### src/rtl/ps2_pkg.sv
// ps2_pkg
// Shared definitions for the PS/2 scancode front end: prefix byte values,
// the Pause tail length, the frame FSM state type and the layout of a
// queued keyboard event.
//
// Event word layout (10 bits): [9] extended, [8] released, [7:0] code.

package ps2_pkg;

    localparam logic [7:0] PS2_EXT    = 8'hE0;
    localparam logic [7:0] PS2_BRK    = 8'hF0;
    localparam logic [7:0] PS2_PAUSE  = 8'hE1;
    localparam int         PAUSE_TAIL = 7;

    localparam int Q_WIDTH   = 10;
    localparam int Q_EXT_BIT = 9;
    localparam int Q_BRK_BIT = 8;

    typedef enum logic [1:0] {
        IDLE   = 2'd0,
        DATA   = 2'd1,
        PARITY = 2'd2,
        STOP   = 2'd3
    } frame_state_t;

endpackage

### src/rtl/ps2_fifo.sv
// ps2_fifo
// Small first-word-fall-through event queue between the PS/2 decoder and
// the keyboard matrix stage. Pointers carry one extra bit so full and empty
// can be told apart when the index bits match.
//
// Ports:
//   clock    in   system clock
//   reset    in   synchronous, active-low reset
//   push     in   write wdata this cycle (dropped if full without rd)
//   wdata    in   event word
//   rd       in   pop the head entry (ignored while empty)
//   q        out  head entry, read combinationally from the array
//   empty    out  no entries held
//   overflow out  sticky, set when a push is dropped; cleared by reset
//
// Handshake: q is valid whenever empty=0; a pop happens on every clock
// edge where rd=1 and empty=0, and the next entry (if any) appears on q
// right after that edge.

module ps2_fifo #(
    parameter int DEPTH_LOG2 = 2,
    parameter int WIDTH      = 10
) (
    input  logic             clock,
    input  logic             reset,
    input  logic             push,
    input  logic [WIDTH-1:0] wdata,
    input  logic             rd,
    output logic [WIDTH-1:0] q,
    output logic             empty,
    output logic             overflow
);

    localparam int                DEPTH   = 1 << DEPTH_LOG2;
    localparam logic [DEPTH_LOG2:0] PTR_ONE = 1;

    logic [WIDTH-1:0]    mem [DEPTH];
    logic [DEPTH_LOG2:0] wr_ptr;
    logic [DEPTH_LOG2:0] rd_ptr;
    logic                full;
    logic                do_pop;
    logic                do_push;

    assign empty   = (wr_ptr == rd_ptr);
    assign full    = (wr_ptr[DEPTH_LOG2] != rd_ptr[DEPTH_LOG2]) &&
                     (wr_ptr[DEPTH_LOG2-1:0] == rd_ptr[DEPTH_LOG2-1:0]);
    assign do_pop  = rd && !empty;
    // A pop in the same cycle frees the slot, so a full queue still accepts.
    assign do_push = push && (!full || do_pop);
    assign q       = mem[rd_ptr[DEPTH_LOG2-1:0]];

    always_ff @(posedge clock) begin
        if (!reset) begin
            wr_ptr   <= '0;
            rd_ptr   <= '0;
            overflow <= 1'b0;
            for (int i = 0; i < DEPTH; i++) begin
                mem[i] <= '0;
            end
        end else begin
            if (do_push) begin
                mem[wr_ptr[DEPTH_LOG2-1:0]] <= wdata;
                wr_ptr <= wr_ptr + PTR_ONE;
            end
            if (do_pop) begin
                rd_ptr <= rd_ptr + PTR_ONE;
            end
            if (push && !do_push) begin
                overflow <= 1'b1;
            end
        end
    end

endmodule

### src/rtl/ps2_scancode.sv
// ps2_scancode
// PS/2 keyboard receiver: synchronises and filters the raw PS/2 clock,
// deserialises 11-bit device-to-host frames, folds E0/F0 prefixes into
// flags, swallows the Pause (E1) sequence and queues events in ps2_fifo.
//
// Ports:
//   clock    in   system clock
//   reset    in   synchronous, active-low reset
//   ce       in   sample enable; receiver state moves only when ce=1
//   ps2[1:0] in   raw lines: [0] PS/2 clock, [1] PS/2 data
//   rd       in   pop strobe, honoured every clock regardless of ce
//   q[9:0]   out  head event {extended, released, code}
//   empty    out  no event queued
//   overflow out  sticky, an event was dropped on a full queue
//   err      out  one-clock pulse on a parity, stop or timeout error
//
// The frame FSM state is held in the enum register "state".

module ps2_scancode
    import ps2_pkg::*;
#(
    parameter int FILTER_LEN = 8,
    parameter int TIMEOUT    = 2000,
    parameter int DEPTH_LOG2 = 2
) (
    input  logic               clock,
    input  logic               reset,
    input  logic               ce,
    input  logic [1:0]         ps2,
    input  logic               rd,
    output logic [Q_WIDTH-1:0] q,
    output logic               empty,
    output logic               overflow,
    output logic               err
);

    localparam int          TW   = $clog2(TIMEOUT + 1);
    localparam logic [TW-1:0] TMAX = TW'(TIMEOUT - 1);

    logic [1:0]            sync_meta;
    logic [1:0]            sync;
    logic [FILTER_LEN-1:0] filt_sr;
    logic [FILTER_LEN-1:0] sr_next;
    logic                  clk_f;
    logic                  fall;
    logic                  data_s;

    frame_state_t          state;
    logic [2:0]            bit_cnt;
    logic [7:0]            shift;
    logic                  par_acc;
    logic                  par_ok;
    logic [TW-1:0]         tcnt;

    logic                  extended;
    logic                  released;
    logic [2:0]            skip;
    logic                  accept;
    logic                  push;
    logic [Q_WIDTH-1:0]    push_data;

    assign data_s  = sync[1];
    assign sr_next = {filt_sr[FILTER_LEN-2:0], sync[0]};
    // Fall fires on the tick the filter first fills with zeros while the
    // filtered clock is still high.
    assign fall    = ce && clk_f && (sr_next == '0);
    assign accept  = fall && (state == STOP) && data_s && par_ok;
    assign push    = accept && (skip == 3'd0) && (shift != PS2_EXT) &&
                     (shift != PS2_BRK) && (shift != PS2_PAUSE);

    always_comb begin
        push_data            = {2'b00, shift};
        push_data[Q_EXT_BIT] = extended;
        push_data[Q_BRK_BIT] = released;
    end

    always_ff @(posedge clock) begin
        if (!reset) begin
            sync_meta <= 2'b11;
            sync      <= 2'b11;
            filt_sr   <= '1;
            clk_f     <= 1'b1;
            state     <= IDLE;
            bit_cnt   <= 3'd0;
            shift     <= 8'h00;
            par_acc   <= 1'b0;
            par_ok    <= 1'b0;
            tcnt      <= '0;
            err       <= 1'b0;
            extended  <= 1'b0;
            released  <= 1'b0;
            skip      <= 3'd0;
        end else begin
            err <= 1'b0;
            if (ce) begin
                sync_meta <= ps2;
                sync      <= sync_meta;
                filt_sr   <= sr_next;
                if (&sr_next) begin
                    clk_f <= 1'b1;
                end else if (~|sr_next) begin
                    clk_f <= 1'b0;
                end

                // Inter-edge watchdog; only the ticks without a fall count.
                if (state != IDLE && !fall) begin
                    if (tcnt == TMAX) begin
                        state <= IDLE;
                        err   <= 1'b1;
                        tcnt  <= '0;
                    end else begin
                        tcnt <= tcnt + TW'(1);
                    end
                end

                if (fall) begin
                    tcnt <= '0;
                    case (state)
                        IDLE: begin
                            if (!data_s) begin
                                state   <= DATA;
                                bit_cnt <= 3'd0;
                                par_acc <= 1'b0;
                            end
                        end
                        DATA: begin
                            shift   <= {data_s, shift[7:1]};
                            par_acc <= par_acc ^ data_s;
                            bit_cnt <= bit_cnt + 3'd1;
                            if (bit_cnt == 3'd7) begin
                                state <= PARITY;
                            end
                        end
                        PARITY: begin
                            par_ok <= par_acc ^ data_s;
                            state  <= STOP;
                        end
                        STOP: begin
                            if (!(data_s && par_ok)) begin
                                err <= 1'b1;
                            end
                            state <= IDLE;
                        end
                        default: state <= IDLE;
                    endcase
                end

                // Prefix folding happens on the acceptance tick itself.
                if (accept) begin
                    if (skip != 3'd0) begin
                        skip <= skip - 3'd1;
                    end else if (shift == PS2_EXT) begin
                        extended <= 1'b1;
                    end else if (shift == PS2_BRK) begin
                        released <= 1'b1;
                    end else if (shift == PS2_PAUSE) begin
                        skip     <= 3'(PAUSE_TAIL);
                        extended <= 1'b0;
                        released <= 1'b0;
                    end else begin
                        extended <= 1'b0;
                        released <= 1'b0;
                    end
                end
            end
        end
    end

    ps2_fifo #(
        .DEPTH_LOG2 (DEPTH_LOG2),
        .WIDTH      (Q_WIDTH)
    ) u_fifo (
        .clock    (clock),
        .reset    (reset),
        .push     (push),
        .wdata    (push_data),
        .rd       (rd),
        .q        (q),
        .empty    (empty),
        .overflow (overflow)
    );

endmodule

### config.mk
export PLATFORM = sky130hd
export DESIGN_NAME = ps2_scancode
export DESIGN_NICKNAME = d
export VERILOG_FILES = /design/src/rtl/ps2_pkg.sv /design/src/rtl/ps2_fifo.sv /design/src/rtl/ps2_scancode.sv
export SDC_FILE = /design/constraint.sdc
export NUM_CORES = 1
export LEC_CHECK = 0
export CORE_ASPECT_RATIO = 0.7
export CORE_UTILIZATION = 45
export DETAILED_ROUTE_END_ITERATION = 8
export GPL_TIMING_DRIVEN = 1
export PLACE_DENSITY = 0.62
export SYNTH_ARGS = -nofsm -noshare
export SYNTH_HDL_FRONTEND = slang
export SYNTH_SLANG_ARGS = --single-unit
### constraint.sdc
create_clock -name clock -period 7.9 [get_ports clock]
set_input_delay 0.79 -clock clock [delete_from_list [all_inputs] [get_ports clock]]
set_output_delay 0.79 -clock clock [all_outputs]
set_load 0.01 [all_outputs]
==> run_results.csv <==
group,metric,value,unit
power,p_int,737,uW
status,outcome,"finished clean",
logic_synthesis,ys_types,53,
timing,setup-tns-final,0,ns
setup_path,crit_start,"ce",
drt,first_pass_iters,5,
global_route,grt_pass1_vias,2705,
logic_synthesis,syn-num-nets,397,
timing,setup_slack,3.75,ns
power,power_switching,204,uW
timing,drv_slew,0,
final_layout,multi_input_area,0.00179,sq mm
drt,highest_layer,"met4",
setup_path,start_kind,"primary input",
global_route,grt_overflow_total,0,
final_layout,area_growth,13.2,%
clock_network,cts_resized,0,
setup_path,path_max_fanout,19,
power,pwr-share-comb,0.033,
setup_path,end_kind,"register",
logic_synthesis,synth_area_leaders,"edfxtp_1, dfxtp_1, mux4_2",
die,io-pin-count,19,
logic_synthesis,synthArstFlopShare,0,
clock_network,clockRootBuffer,"clkbuf_16",
drt,ant_nets,0,
clock_network,cts_tree,"done",
power,leakagePower,1.58,nW
min_path,min_path_type,"reg2reg",
timing,slew_headroom,0.279,
clock_network,cts_buffers,9,
die,core,0.00872,sq mm
drt,wl_met2,3.56,mm
timing,final-setup-viol-count,0,
logic_synthesis,synth_common_cells,"nor2_1, dfxtp_1, nand2_1",
placed_design,io_buffers,18,
drt,avgRoutedWirePerCell,16.8,um
timing,post-route-period-util,0.525,
setup_path,arrival,4.14,ns
final_layout,diodes,0,
placed_design,dp_cells,506,
run,maxCapViolations,0,
setup_path,reg2reg_from,"sync[0]",
logic_synthesis,synth_edf_count,40,
final_layout,final_cells,522,
logic_synthesis,syn_area_per_cell,10.8,sq um
drt,drt-vias-per-instance,5.55,
die,start_util,0.477,
min_path,min-delay-start,"u_fifo.overflow",
clock_network,htree_levels,3,
drt,drt_wl_total,8.75,mm
clock_network,clk_latency,0.35,ns
final_layout,fill_cells,740,
clock_network,cts.path.max_buffers,2,
timing,tightest_slew,1.08,ns
die,die_area,0.00965,sq mm
die,rows,28,
clock_network,clk_pin_slew,0.07,ns
power,finalPower,941,uW
power,p_seq_frac,0.552,
logic_synthesis,synthesis.area,0.00416,sq mm
logic_synthesis,synth_top_area_frac,0.289,
global_route,grt_max_degree,57,
die,die_y,82.5,um
logic_synthesis,synth_seq_cells,93,
timing,finalCriticalPeriod,4.15,ns
logic_synthesis,synth-main-ff-cell,"dfxtp_1",
timing,max_freq,241,MHz
final_layout,regArea,0.00226,sq mm
global_route,grt_pass1_wl,14.3,mm
final_layout,nets,410,
placed_design,dpl_worst_slack,3.41,ns
die,die_w,117,um
power,p_sw_frac,0.216,
setup_path,critPathKind,"in2reg",
drt,drc,0,
drt,wl_met1,4.38,mm
logic_synthesis,yosysMostFrequentCell,"nor2_1",
timing,rsz0062_at_grt,"no",
setup_path,cp.required,7.89,ns
logic_synthesis,synth_area_leader_cell,"edfxtp_1",
logic_synthesis,yosysSeqAreaShare,0.543,
power,powerDensity,200,mW/mm^2
clock_network,cts_hold_buf,0,
timing,clock_skew,0.0112,ns
drt,drt_iter0_drc,206,
timing,finalHoldViolations,0,
placed_design,hpwl,6.10,mm
timing,fin_hold_ws,0.465,ns
drt,vias,2895,
global_route,antenna_found_initial,0,
clock_network,post-cts-setup-buffer-count,0,
clock_network,cts.sinks,93,
placed_design,gp_congestion,0.849,
logic_synthesis,yosysWarnings,0,
power,power_frac_clock,0.415,
power,peakVddDrop,0.106,mV
logic_synthesis,syn_inst,384,
final_layout,drive_gt1_frac,0.0821,
drt,wl_met3,701,um
global_route,track_usage,0.206,
[cell families after synthesis]
kind of cell | share of synthesized area
AOI/OAI and AO/OA | 0.0812
xor gates and xnor gates | 0.0210
adders and majority gates | 0.0210
buffers and inverters | 0.0261
DFF | 0.543
muxes | 0.107
and+or+nand+nor | 0.200
[through the flow]
| step | cell area (sq um) | util |
|---|---|---|
| 6_report | 4710 | 0.540 |
| 5_1_grt | 4710 | 0.540 |
| 4_1_cts | 4710 | 0.540 |
| 3_5_place_dp | 4440 | 0.509 |
| 3_3_place_gp | 4440 | 0.509 |
| 2_1_floorplan | 4160 | - |
[area by class of cell]
class / count / share of cell area
well taps: 120 / 0.0319
multi-input cells: 263 / 0.380
clock buffers: 9 / 0.0478
flip-flops and latches: 93 / 0.480
inverters: 8 / 0.00637
repair buffers: 22 / 0.0446
clock inverters: 7 / 0.00903
[critical path: stages]
cell and delay (ns):
clkdlybuf4s50_1 0.94, or4b_4 0.58, nor4_4 0.44, nand4b_4 0.35, or3_1 0.58, nand2_1 0.44
[power by group through the flow]
stage	Combinational (mW)	Clock, mW	Sequential, mW
after global placement	0.0307	0	0.529
final	0.0312	0.390	0.519
after detailed placement	0.0312	0	0.529
after global routing	0.0338	0.420	0.520
after CTS	0.0313	0.400	0.519
after floorplan	0.0193	0	0.525
[registers in the layout (all words and copies together), names as in the netlist, 2 cells and up, named ones only]
| signal | flops |
|---|---|
| u_fifo.mem | 40 |
| tcnt | 11 |
| shift | 8 |
| filt_sr | 7 |
| bit_cnt | 3 |
| skip | 3 |
| u_fifo.rd_ptr | 3 |
| u_fifo.wr_ptr | 3 |
| state | 2 |
| sync | 2 |
| sync_meta | 2 |
[final timing paths]
| kind | end | slack [ns] | depth (start not counted) |
|---|---|---|---|
| worst max-delay path | u_fifo.mem[0][0] | 3.75 | 6 |
| worst min-delay path | u_fifo.overflow | 0.47 | 1 |
| worst max register to register | u_fifo.mem[0][0] | 4.82 | 5 |
| worst min register to register | u_fifo.overflow | 0.47 | 1 |
[placed cells by master (no fill, tap or decap), types with 3 or more instances in the layout]
master	n
clkbuf_16	9
a21oi_1	12
a21boi_0	5
clkdlybuf4s50_1	18
nor4b_1	4
o211a_1	3
inv_1	8
nand2_1	44
dfxtp_1	53
xnor2_1	7
ha_1	7
and3_1	3
nor2_1	57
o21a_1	4
o21ai_0	11
edfxtp_1	40
clkinvlp_4	4
xor2_1	3
and2_1	4
mux2i_1	22
nand3_1	8
nor2b_1	14
mux4_2	10
nor3_1	5
buf_4	4
[routing by layer]
metal / track usage / up-vias
met1: 0.303 / 1396
li1: - / 1394
met2: 0.269 / 97
met4: 0.0759 / 0
met3: 0.0810 / 8
met5: 0 / -
Power figures use the tool's default switching activity.
